==> src/rtl/mem_access_seq_if.sv <==
// Request/response and memory-side bus between EX, the access sequencer and MEM.
interface mem_access_seq_if;
  localparam int unsigned AW = 32;
  localparam int unsigned DW = 32;

  logic          req_valid;
  logic          req_ready;
  logic          req_write;
  logic [AW-1:0] req_addr;
  logic [DW-1:0] req_wdata;
  logic [AW-1:0] Address;
  logic [DW-1:0] write_data;
  logic          MemRead;
  logic          memWrite;
  logic [DW-1:0] read_data;
  logic          rsp_valid;
  logic [DW-1:0] rsp_rdata;
  logic          rsp_err;

  // Environment side: EX stage requester plus the MEM block's read port
  modport master (
    output req_valid, req_write, req_addr, req_wdata, read_data,
    input  req_ready, Address, write_data, MemRead, memWrite,
    input  rsp_valid, rsp_rdata, rsp_err
  );

  // Sequencer side
  modport slave (
    input  req_valid, req_write, req_addr, req_wdata, read_data,
    output req_ready, Address, write_data, MemRead, memWrite,
    output rsp_valid, rsp_rdata, rsp_err
  );
endinterface

==> src/rtl/mem_access_seq.sv <==
// Load/store sequencer in front of the data memory: setup/strobe/hold timing,
// MDR capture of loaded words, and rejection of misaligned/out-of-range addresses.
module mem_access_seq #(
  parameter int unsigned WAIT_CYCLES = 1,
  parameter logic [31:0] ADDR_LIMIT  = 32'h0000_0400
) (
  input logic             clk,
  input logic             rst,
  mem_access_seq_if.slave bus
);
  localparam int unsigned DW = 32;
  localparam int unsigned CW = (WAIT_CYCLES > 4) ? $clog2(WAIT_CYCLES) : 2;

  typedef enum logic [2:0] {IDLE, SETUP, STROBE, HOLD, RESP} state_t;

  state_t          state_q, state_d;
  logic [CW-1:0]   cnt_q, cnt_d;
  logic [DW-1:0]   mar_q, mar_d;
  logic [DW-1:0]   wdr_q, wdr_d;
  logic [DW-1:0]   mdr_q, mdr_d;
  logic [DW-1:0]   rdata_q, rdata_d;
  logic            wr_q, wr_d;
  logic            err_q, err_d;
  logic            ready_q, ready_d;
  logic            rd_stb_q, rd_stb_d;
  logic            wr_stb_q, wr_stb_d;
  logic            vld_q, vld_d;
  logic            rerr_q, rerr_d;
  logic            bad_addr_c;

  assign bad_addr_c = (bus.req_addr[1:0] != 2'b00) || (bus.req_addr >= ADDR_LIMIT);

  // Next-state, datapath latches and next registered outputs
  always_comb begin
    state_d = state_q;
    cnt_d   = cnt_q;
    mar_d   = mar_q;
    wdr_d   = wdr_q;
    mdr_d   = mdr_q;
    wr_d    = wr_q;
    err_d   = err_q;

    unique case (state_q)
      IDLE: begin
        if (bus.req_valid) begin
          mar_d   = bus.req_addr;
          wdr_d   = bus.req_wdata;
          wr_d    = bus.req_write;
          err_d   = bad_addr_c;
          state_d = bad_addr_c ? RESP : SETUP;
        end
      end
      SETUP: begin
        cnt_d   = CW'(WAIT_CYCLES - 1);
        state_d = STROBE;
      end
      STROBE: begin
        if (cnt_q == '0) begin
          state_d = HOLD;
          if (!wr_q) mdr_d = bus.read_data;
        end else begin
          cnt_d = cnt_q - CW'(1);
        end
      end
      HOLD:    state_d = RESP;
      RESP:    state_d = IDLE;
      default: state_d = IDLE;
    endcase

    // Outputs are registered from the upcoming state so they line up with it
    ready_d  = (state_d == IDLE);
    rd_stb_d = (state_d == STROBE) && !wr_d;
    wr_stb_d = (state_d == STROBE) && wr_d;
    vld_d    = (state_d == RESP);
    rerr_d   = (state_d == RESP) && err_d;
    rdata_d  = ((state_d == RESP) && !err_d && !wr_d) ? mdr_d : '0;
  end

  // State and output registers; reset aborts any transfer in flight
  always_ff @(posedge clk) begin
    if (rst) begin
      state_q  <= IDLE;
      cnt_q    <= '0;
      mar_q    <= '0;
      wdr_q    <= '0;
      mdr_q    <= '0;
      wr_q     <= 1'b0;
      err_q    <= 1'b0;
      ready_q  <= 1'b1;
      rd_stb_q <= 1'b0;
      wr_stb_q <= 1'b0;
      vld_q    <= 1'b0;
      rerr_q   <= 1'b0;
      rdata_q  <= '0;
    end else begin
      state_q  <= state_d;
      cnt_q    <= cnt_d;
      mar_q    <= mar_d;
      wdr_q    <= wdr_d;
      mdr_q    <= mdr_d;
      wr_q     <= wr_d;
      err_q    <= err_d;
      ready_q  <= ready_d;
      rd_stb_q <= rd_stb_d;
      wr_stb_q <= wr_stb_d;
      vld_q    <= vld_d;
      rerr_q   <= rerr_d;
      rdata_q  <= rdata_d;
    end
  end

  assign bus.req_ready  = ready_q;
  assign bus.Address    = mar_q;
  assign bus.write_data = wdr_q;
  assign bus.MemRead    = rd_stb_q;
  assign bus.memWrite   = wr_stb_q;
  assign bus.rsp_valid  = vld_q;
  assign bus.rsp_rdata  = rdata_q;
  assign bus.rsp_err    = rerr_q;
endmodule

==> src/flat_wrapper.sv <==
// flat-port wrapper written by rule: the top's interface ports become plain ports
module mem_access_seq_flat 
#(
  parameter int unsigned WAIT_CYCLES = 1,
  parameter logic [31:0] ADDR_LIMIT  = 32'h0000_0400
)
  (clk, rst, bus_req_valid, bus_req_write, bus_req_addr, bus_req_wdata, bus_read_data, bus_req_ready, bus_Address, bus_write_data, bus_MemRead, bus_memWrite, bus_rsp_valid, bus_rsp_rdata, bus_rsp_err);
  mem_access_seq_if bus_i ();
  input logic clk;
  input logic rst;
  input wire logic [$bits(bus_i.req_valid)-1:0] bus_req_valid;
  input wire logic [$bits(bus_i.req_write)-1:0] bus_req_write;
  input wire logic [$bits(bus_i.req_addr)-1:0] bus_req_addr;
  input wire logic [$bits(bus_i.req_wdata)-1:0] bus_req_wdata;
  input wire logic [$bits(bus_i.read_data)-1:0] bus_read_data;
  output wire logic [$bits(bus_i.req_ready)-1:0] bus_req_ready;
  output wire logic [$bits(bus_i.Address)-1:0] bus_Address;
  output wire logic [$bits(bus_i.write_data)-1:0] bus_write_data;
  output wire logic [$bits(bus_i.MemRead)-1:0] bus_MemRead;
  output wire logic [$bits(bus_i.memWrite)-1:0] bus_memWrite;
  output wire logic [$bits(bus_i.rsp_valid)-1:0] bus_rsp_valid;
  output wire logic [$bits(bus_i.rsp_rdata)-1:0] bus_rsp_rdata;
  output wire logic [$bits(bus_i.rsp_err)-1:0] bus_rsp_err;
  assign bus_i.req_valid = bus_req_valid;
  assign bus_i.req_write = bus_req_write;
  assign bus_i.req_addr = bus_req_addr;
  assign bus_i.req_wdata = bus_req_wdata;
  assign bus_i.read_data = bus_read_data;
  assign bus_req_ready = bus_i.req_ready;
  assign bus_Address = bus_i.Address;
  assign bus_write_data = bus_i.write_data;
  assign bus_MemRead = bus_i.MemRead;
  assign bus_memWrite = bus_i.memWrite;
  assign bus_rsp_valid = bus_i.rsp_valid;
  assign bus_rsp_rdata = bus_i.rsp_rdata;
  assign bus_rsp_err = bus_i.rsp_err;
  mem_access_seq #(.WAIT_CYCLES(WAIT_CYCLES), .ADDR_LIMIT(ADDR_LIMIT)) u_core (.clk(clk), .rst(rst), .bus(bus_i));
endmodule
==> config.mk <==
export PLATFORM = sky130hd
export DESIGN_NAME = mem_access_seq_flat
export DESIGN_NICKNAME = d
export VERILOG_FILES = /design/src/rtl/mem_access_seq_if.sv /design/src/rtl/mem_access_seq.sv /design/src/flat_wrapper.sv
export SDC_FILE = /design/constraint.sdc
export NUM_CORES = 1
export LEC_CHECK = 0
export CAP_MARGIN = 5
export CORE_ASPECT_RATIO = 0.8
export CORE_UTILIZATION = 55
export CTS_CLUSTER_DIAMETER = 30
export CTS_CLUSTER_SIZE = 25
export DETAILED_ROUTE_END_ITERATION = 6
export DONT_BUFFER_PORTS = 1
export PLACE_DENSITY_LB_ADDON = 0.2
export REMOVE_ABC_BUFFERS = 1
export SLEW_MARGIN = 20
export SYNTH_ARGS = -nofsm -noshare
export SYNTH_HDL_FRONTEND = slang
export SYNTH_SLANG_ARGS = --single-unit
==> constraint.sdc <==
create_clock -name clk -period 2 [get_ports clk]
set_input_delay 0.4 -clock clk [delete_from_list [all_inputs] [get_ports clk]]
set_output_delay 0.4 -clock clk [all_outputs]
set_load 0.02 [all_outputs]
Word level (Yosys, flattened, before mapping)
Index checks and enable logic that the tools add are counted.
- $add $sub $neg: 1
- multipliers: 0
- divide/modulo/power cells: 0
- $lt $le $gt $ge: 1
- eq/ne operators: 6
- shifts and indexed selects: 0
- muxes and demuxes: 13
- bitwise logic cells: 1
- reduce and logical (&&, ||, !) cells: 16
- operators by type and width (operator ; count):
    2-to-1 mux 32 bit ; 3
    greater-or-equal comparator 32 x 11 -> 1 bit, second input constant ; 1
    case mux 3 bit (4 select lines) ; 1
    == test 3 x 2 -> 1 bit, second input constant ; 3
    2-to-1 mux 3 bit ; 3
    logical NOT 3 bit ; 2
    logical AND 1 bit ; 5
    2-to-1 mux 1 bit ; 4
    case mux 2 bit (2 select lines) ; 1
    AND reduction 2 bit ; 2
    nonzero test 2 bit ; 2
    == test 3 x 1 -> 1 bit, second input constant ; 1
    == test 3 bit, second input constant ; 1
    logical NOT 1 bit ; 2
    logical NOT 2 bit ; 1
    2-to-1 mux 2 bit ; 1
    inequality test 2 bit, second input constant ; 1
    OR reduction 2 bit ; 1
    subtractor 2 x 1 -> 2 bit, second input constant ; 1
    logical OR 1 bit ; 1
    NOT 1 bit ; 1
- flip-flop bits (word level): 140
- latch bits: 0
- memory bits (writable): 0
- ROM bits: 0
- input bits: 100
- word-level logic and storage cells: 51
- memories kept: 0

Logic depth before layout (Yosys ltp)
Gate-level depths: netlist of run 1.
- word-level depth: 10
- mapped depth: 7

Least setup slack after synthesis of run 1
No wires, ideal clock.
- path type: register to register
- start point: register u_core.cnt_q[0]
- end point: register u_core.mdr_q[1]
- library setup time: 0.128 ns
- data arrival time: 1.480 ns
- required time: 1.872 ns
- setup slack: 0.392 ns
- cell stages (with the launch flop): 8
- clock period less this slack: 1.608 ns
- path through: dfxtp_1 > inv_1 > ha_1 > nand2_1 > nor4_4 > buf_4 > mux2i_1 > nor2_1
- longest elaborated chain between the ends: 3
- ends and longest elaborated chain (item ; line ; text):
    from (decl) ; mem_access_seq.sv:17 ; logic [CW-1:0] cnt_q, cnt_d;
    from (signal assigned) ; mem_access_seq.sv:97 ; cnt_q <= cnt_d;
    logical NOT 2 bit ; mem_access_seq.sv:58 ; if (cnt_q == '0) begin
    2-to-1 mux 32 bit ; mem_access_seq.sv:58 ;
    2-to-1 mux 32 bit ; mem_access_seq.sv:43 ; unique case (state_q)
    to (signal assigned) ; mem_access_seq.sv:100 ; mdr_q <= mdr_d;
    to (decl) ; mem_access_seq.sv:20 ; logic [DW-1:0] mdr_q, mdr_d;
No other way between the ends.
A chain may end at the register's enable or synchronous reset.

Final worst setup path of run 1
- start point: register u_core.cnt_q[0]
- end point: register u_core.cnt_q[1]
- longest elaborated chain between the ends: 3
- elaborated cells on any way between the ends: 6
- ends and longest elaborated chain (item ; line):
    subtractor 2 x 1 -> 2 bit or logical NOT 2 bit (tied branches) ; mem_access_seq.sv:62, mem_access_seq.sv:58
    2-to-1 mux 2 bit or inequality test 2 bit (tied branches) ; n/a
    case mux 2 bit (2 select lines) or AND reduction 2 bit (tied branches) ; n/a
Parallel ways exist; a longest one is shown, timed or not. The select of a mux whose other input is x is not followed.

==> flow_metrics.env, run 1 <==
export IMPL_place_congestion=0.772
export IMPL_ys_warnings_count=0
export IMPL_antenna_found_initial=0
export IMPL_tightest_slew_ns=0.594
export IMPL_status="complete, but fails checks"
export IMPL_drt_iter0_markers=227
export IMPL_crit_path_end_kind="flip-flop"
export IMPL_slew_headroom_pct=60.4
export IMPL_fin_hold_ws_ns=-0.0369
export IMPL_rsz0062_at_grt="false"
export IMPL_peakVddDrop_v=0.000698
export IMPL_p_leak_nw=1.94
export IMPL_dp_hpwl_microns=6770
export IMPL_setup_viol=0
export IMPL_syn2layout_area_growth_pct=13.0
export IMPL_synth_edf_count=0
export IMPL_critical_path_class="flip-flop to flip-flop"
export IMPL_overflow=0
export IMPL_power_density_nw_per_um2=1090
export IMPL_num_nets_final=613
export IMPL_die_area_sq_um=9270
export IMPL_synthFlopType="dfxtp_1"
export IMPL_cts_buffers=17
export IMPL_syn_inst=516
export IMPL_tritoncts="done"
export IMPL_io_buffers=0
export IMPL_maxCapViolCount=0
export IMPL_min_period_ns=1.87
export IMPL_arrival_ns=2.33
export IMPL_drt_antenna_violating_nets=0
export IMPL_violations="hold timing"
export IMPL_grt_pass1_wl_microns=16200
export IMPL_fp_dieH_microns=86.3
export IMPL_worstSkewPairLatency_ns=0.51
export IMPL_hold_viol_final=64
export IMPL_ys_async_sr_fraction_pct=0
export IMPL_ios=201
export IMPL_final_cell_mix="139 x dfxtp_1, 134 x nand2_1, 64 x a21oi_1, 38 x nor2_1, 32 x mux2i_1"
export IMPL_wl_per_cell_microns=16.6
export IMPL_routed_wl_microns=10500
export IMPL_synth_seq_cells=140
export IMPL_final_common_cell="dfxtp_1"
export IMPL_synth_area_sq_um=4890
export IMPL_stdcell_area_sq_um=5520
export IMPL_max_freq_mhz=534
export IMPL_drive_gt1_share_pct=13.9
export IMPL_drc_errors=0
export IMPL_synth_cell_types=30
export IMPL_cp_max_fo=5
export IMPL_die_w_microns=107
export IMPL_cts_buffer_depth=2
export IMPL_grt_pass1_vias=3418
export IMPL_cts_htree_levels=4
export IMPL_path_clk_slew_ns=0.06
export IMPL_skew_ns=0.00678
export IMPL_firstDrtPassIters=4
export IMPL_hold_path_class="input pin to flip-flop"
export IMPL_period_share_pct=93.7
export IMPL_worstPathRequired_ns=2.46
export IMPL_avgViaCountPerCell=5.50
export IMPL_yosysSeqAreaShare_pct=57.3
export IMPL_syn_avg_cell_area_sq_um=9.47
export IMPL_p_total_mw=6.04
export IMPL_hold_buffers=5
export IMPL_grt_usage_pct=22.9
export IMPL_num_vias=3472
export IMPL_place_area_sq_um=4930
export IMPL_antenna_diode_count=0
export IMPL_fp_coreArea_sq_um=8560
export IMPL_report_final_slew_viol_count=0
export IMPL_std_cell_rows=30
export IMPL_root_buffer="clkbuf_8"
export IMPL_grt_max_degree=104
export IMPL_cts_num_sinks=140
export IMPL_start_util_pct=57.1
export IMPL_cp_start_kind="flip-flop"
## per-layer routing
layer | GRT usage (%) | wire length [microns]
met1 | 24.0 | 4150
met5 | 0 | 0
met2 | 38.9 | 5090
met4 | 12.7 | 252
met3 | 9.92 | 1000
## area by class of cell
cell class,count,area (sq um)
fill,695,3040
sequential,140,2800
multi-input combinational,337,1900
clock buffer,24,480
timing repair buffer,14,155
tap,112,140
clock inverter,2,37.5
inverter,2,7.51
## timing repair
action                                  4_1_cts  5_1_grt
hold endpoints to repair                    102       97
buffers inserted                              0        1
endpoints found under the setup margin        0        2
gates resized for setup                       0        4
## through the flow
| step | utilization, % | cells | setup WS (ns) | setup TNS, ns |
|---|---|---|---|---|
| floorplan | - | 479 | -1.73 | -116.07 |
| global placement | 57.6 | 599 | 0.277 | 0 |
| detailed placement | 57.6 | 599 | 0.194 | 0 |
| CTS | 64.3 | 630 | 0.0847 | 0 |
| global route | 64.5 | 631 | 0.0171 | 0 |
| finish | 64.5 | 631 | 0.126 | 0 |
## synthesized netlist by cell type, drive strengths merged (2+ instances only)
library cell / n / share of area, %
nand2: 135 / 10
o21ai: 2 / 0.20
inv: 2 / 0.15
dfxtp: 140 / 57
o21bai: 3 / 0.46
nor2: 38 / 2.9
nor3: 36 / 6.8
nor4: 8 / 1.3
buf: 18 / 2.5
a22oi: 2 / 0.31
a21oi: 64 / 6.6
clkbuf: 19 / 1.5
nor2b: 4 / 0.51
mux2i: 33 / 6.8
## power breakdown
part	switching, mW	total, mW	leakage, nW	internal [mW]
registers	0.165	3.05	1.14	2.88
clock network	1.01	2.75	0.251	1.74
logic	0.154	0.246	0.550	0.0915
total	1.33	6.04	1.94	4.71
## critical path, stage by stage, from the launching register on
cell,delay [ns]
dfxtp_1,0.40
inv_1,0.08
ha_2,0.23
o41ai_1,0.36
a22oi_1,0.11
nor2_1,0.10
dlygate4sd3_1,0.54
## cell families (layout without fill, tap and decap cells)
family,count (synthesis),count (layout),share of synthesized area [%]
buffers and inverters,39,42,4.15
adders and majority gates,1,1,0.256
xor gates and xnor gates,1,1,0.179
muxes,33,33,6.76
AOI/OAI and AO/OA,76,76,8.40
and+or+nand+nor,226,226,22.9
DFF,140,140,57.3
## state kept, by name, summed over array words and instances (netlist names)
signal,flops
u_core.bus.rsp_valid,1
u_core.wr_q,1
u_core.err_q,1
u_core.bus.write_data,32
u_core.bus.MemRead,1
u_core.bus.req_ready,1
u_core.bus.memWrite,1
u_core.mdr_q,32
u_core.bus.rsp_err,1
u_core.bus.Address,32
u_core.state_q,3
u_core.cnt_q,2
u_core.bus.rsp_rdata,32
## worst paths after layout
kind                    from               to  slack, ns  depth (start not counted)
min                      rst  u_core.mdr_q[0]      -0.04                          1
min reg2reg  u_core.mdr_q[0]  u_core.mdr_q[0]       0.49                          2
max reg2reg  u_core.cnt_q[0]  u_core.cnt_q[1]       0.13                          6
max          u_core.cnt_q[0]  u_core.cnt_q[1]       0.13                          6
No activity file was read; power rests on OpenSTA's default activity.
==> run 2: changes to the inputs <==
==> constraint.sdc (replaced) <==
create_clock -name clk -period 1.9 [get_ports clk]
set_input_delay 0.38 -clock clk [delete_from_list [all_inputs] [get_ports clk]]
set_output_delay 0.38 -clock clk [all_outputs]
set_load 0.02 [all_outputs]
==> run 2 against run 1 <==
  * The flow still finishes with violations (hold timing)
  * Sequential power up 5%
  * Clock power up 16%
  * Cell area up 1.9%
  * Clock-buffer cell count down 2
  * Flip-flop and latch count unchanged
  * Via count down 1.3%
  * Combinational power up 4%
  * Largest cell class unchanged
==> flow_metrics.env, run 2 (synthesis gave the netlist of run 1 again) <==
export IMPL_report_final_slew_viol_count=0
export IMPL_worstPathRequired_ns=2.35
export IMPL_p_total_mw=6.65
export IMPL_grt_usage_pct=23.0
export IMPL_rrSetupSlack_ns=0.11
export IMPL_status="complete, but fails checks"
export IMPL_grt_pass1_vias=3306
export IMPL_drt_antenna_violating_nets=0
export IMPL_dp_hpwl_microns=6820
export IMPL_setup_viol=0
export IMPL_hold_buffers=5
export IMPL_critical_path_class="flip-flop to flip-flop"
export IMPL_internal_power_mw=5.13
export IMPL_io_buffers=0
export IMPL_final_common_cell="dfxtp_1"
export IMPL_ios=201
export IMPL_switching_share_pct=22.9
export IMPL_rr_worst_depth=6
export IMPL_slew_headroom_pct=66.7
export IMPL_num_nets_final=614
export IMPL_die_area_sq_um=9270
export IMPL_cp_num_buf_inv=2
export IMPL_maxCapViolCount=0
export IMPL_cp_start_kind="flip-flop"
export IMPL_drt_iter0_markers=256
export IMPL_arrival_ns=2.24
export IMPL_syn2layout_area_growth_pct=15.1
export IMPL_start_util_pct=57.1
export IMPL_tightest_slew_ns=0.495
export IMPL_max_freq_mhz=558
export IMPL_fp_dieH_microns=86.3
export IMPL_std_cell_rows=30
export IMPL_worstSkewPairLatency_ns=0.51
export IMPL_avgViaCountPerCell=5.37
export IMPL_firstDrtPassIters=6
export IMPL_antenna_diode_count=0
export IMPL_critPathMaxStageDelay_ns=0.54
export IMPL_setup_tns_ns=0
export IMPL_path_delay_family="buffers and inverters"
export IMPL_final_cell_mix="138 x dfxtp_1, 134 x nand2_1, 64 x a21oi_1, 38 x nor2_1, 30 x nor3_2"
export IMPL_cts_htree_levels=4
export IMPL_antenna_found_initial=0
export IMPL_cts_buffers=17
export IMPL_path_clk_slew_ns=0.06
export IMPL_power_frac_comb_pct=3.9
export IMPL_min_period_ns=1.79
export IMPL_hold_viol_final=42
export IMPL_fp_coreArea_sq_um=8560
export IMPL_overflow=0
export IMPL_root_buffer="clkbuf_8"
export IMPL_fin_ws_ns=0.107
export IMPL_skew_ns=0.00456
export IMPL_drive_gt1_share_pct=16.2
export IMPL_worstPathCellList="inv_1 -> ha_2 -> o41ai_1 -> a22oi_1 -> nor2_1 -> dlygate4sd3_1"
export IMPL_crit_cells=6
export IMPL_cp_max_fo=5
export IMPL_endpoint="u_core.cnt_q[1]"
export IMPL_timing_rr_end="u_core.cnt_q[1]"
export IMPL_p_sw_mw=1.52
export IMPL_grt_max_degree=104
export IMPL_cts_num_sinks=140
export IMPL_grt_pass1_wl_microns=16300
export IMPL_power_frac_clock_pct=47.9
export IMPL_place_congestion=0.817
export IMPL_violations="hold timing"
export IMPL_period_share_pct=94.4
export IMPL_die_w_microns=107
export IMPL_fin_hold_ws_ns=-0.0588
export IMPL_drc_errors=0
export IMPL_routed_wl_microns=10600
export IMPL_cp_slowest_cell="dlygate4sd3_1"
export IMPL_crit_path_end_kind="flip-flop"
export IMPL_tritoncts="done"
export IMPL_peakVddDrop_v=0.000837
export IMPL_power_density_nw_per_um2=1180
export IMPL_num_vias=3428
export IMPL_wl_per_cell_microns=16.7
export IMPL_p_leak_nw=1.99
export IMPL_rsz0062_at_grt="false"
export IMPL_cts_buffer_depth=2
export IMPL_worst_r2r_startpoint="u_core.cnt_q[0]"
export IMPL_p_seq_share_pct=48.2
export IMPL_crit_start="u_core.cnt_q[0]"
export IMPL_hold_path_class="input pin to flip-flop"
export IMPL_post_place_ws_ns=0.117
## run 2: power by group through the flow
stage          clock network, mW  logic (mW)  registers, mW
6_report                    3.18       0.257           3.21
5_1_grt                     3.38       0.292           3.22
4_1_cts                     3.24       0.255           3.21
3_5_place_dp                   0       0.251           3.27
3_3_place_gp                   0       0.240           3.27
2_1_floorplan                  0       0.181           3.25
## run 2: per-layer routing
| layer | vias up | wire [microns] | global-route usage (%) |
|---|---|---|---|
| li1 | 1704 | - | - |
| met1 | 1587 | 4300 | 25.5 |
| met2 | 125 | 5280 | 38.8 |
| met3 | 12 | 946 | 9.40 |
| met4 | 0 | 124 | 11.0 |
| met5 | - | 0 | 0 |
## run 2: layout make-up
class	instances	area [sq um]
Tap cell	112	140
Clock inverter	10	114
Clock buffer	22	473
Timing Repair Buffer	15	179
Fill cell	686	2930
Multi-Input combinational cell	337	1910
Sequential cell	140	2810
Inverter	2	7.51
## run 2: what timing repair did
action                                  4_1_cts  5_1_grt
endpoints found under the setup margin        0       90
gates resized for setup                       0        9
hold endpoints to repair                    102       97
buffers inserted                              0        1
## run 2: metrics by stage
| step | hold slack [ns] | instance area (sq um) | util, % | cells |
|---|---|---|---|---|
| final | -0.0588 | 5630 | 65.8 | 638 |
| after global routing | -0.0861 | 5630 | 65.8 | 638 |
| after detailed placement | 0.459 | 4950 | 57.9 | 600 |
| after floorplan | 0.426 | 4690 | - | 479 |
| after CTS | -0.0833 | 5590 | 65.3 | 637 |
| after global placement | 0.461 | 4950 | 57.9 | 600 |
## run 2: worst min path at each step
stage | from | end | slack [ns] | cells after the start
finish | rst | u_core.mdr_q[26] | -0.06 | 1
floorplan | u_core.err_q | u_core.bus.rsp_err | 0.43 | 2
global route | rst | u_core.mdr_q[26] | -0.09 | 1
detailed placement | rst | u_core.mdr_q[26] | 0.46 | 1
CTS | rst | u_core.mdr_q[26] | -0.08 | 1
global placement | rst | u_core.mdr_q[26] | 0.46 | 1
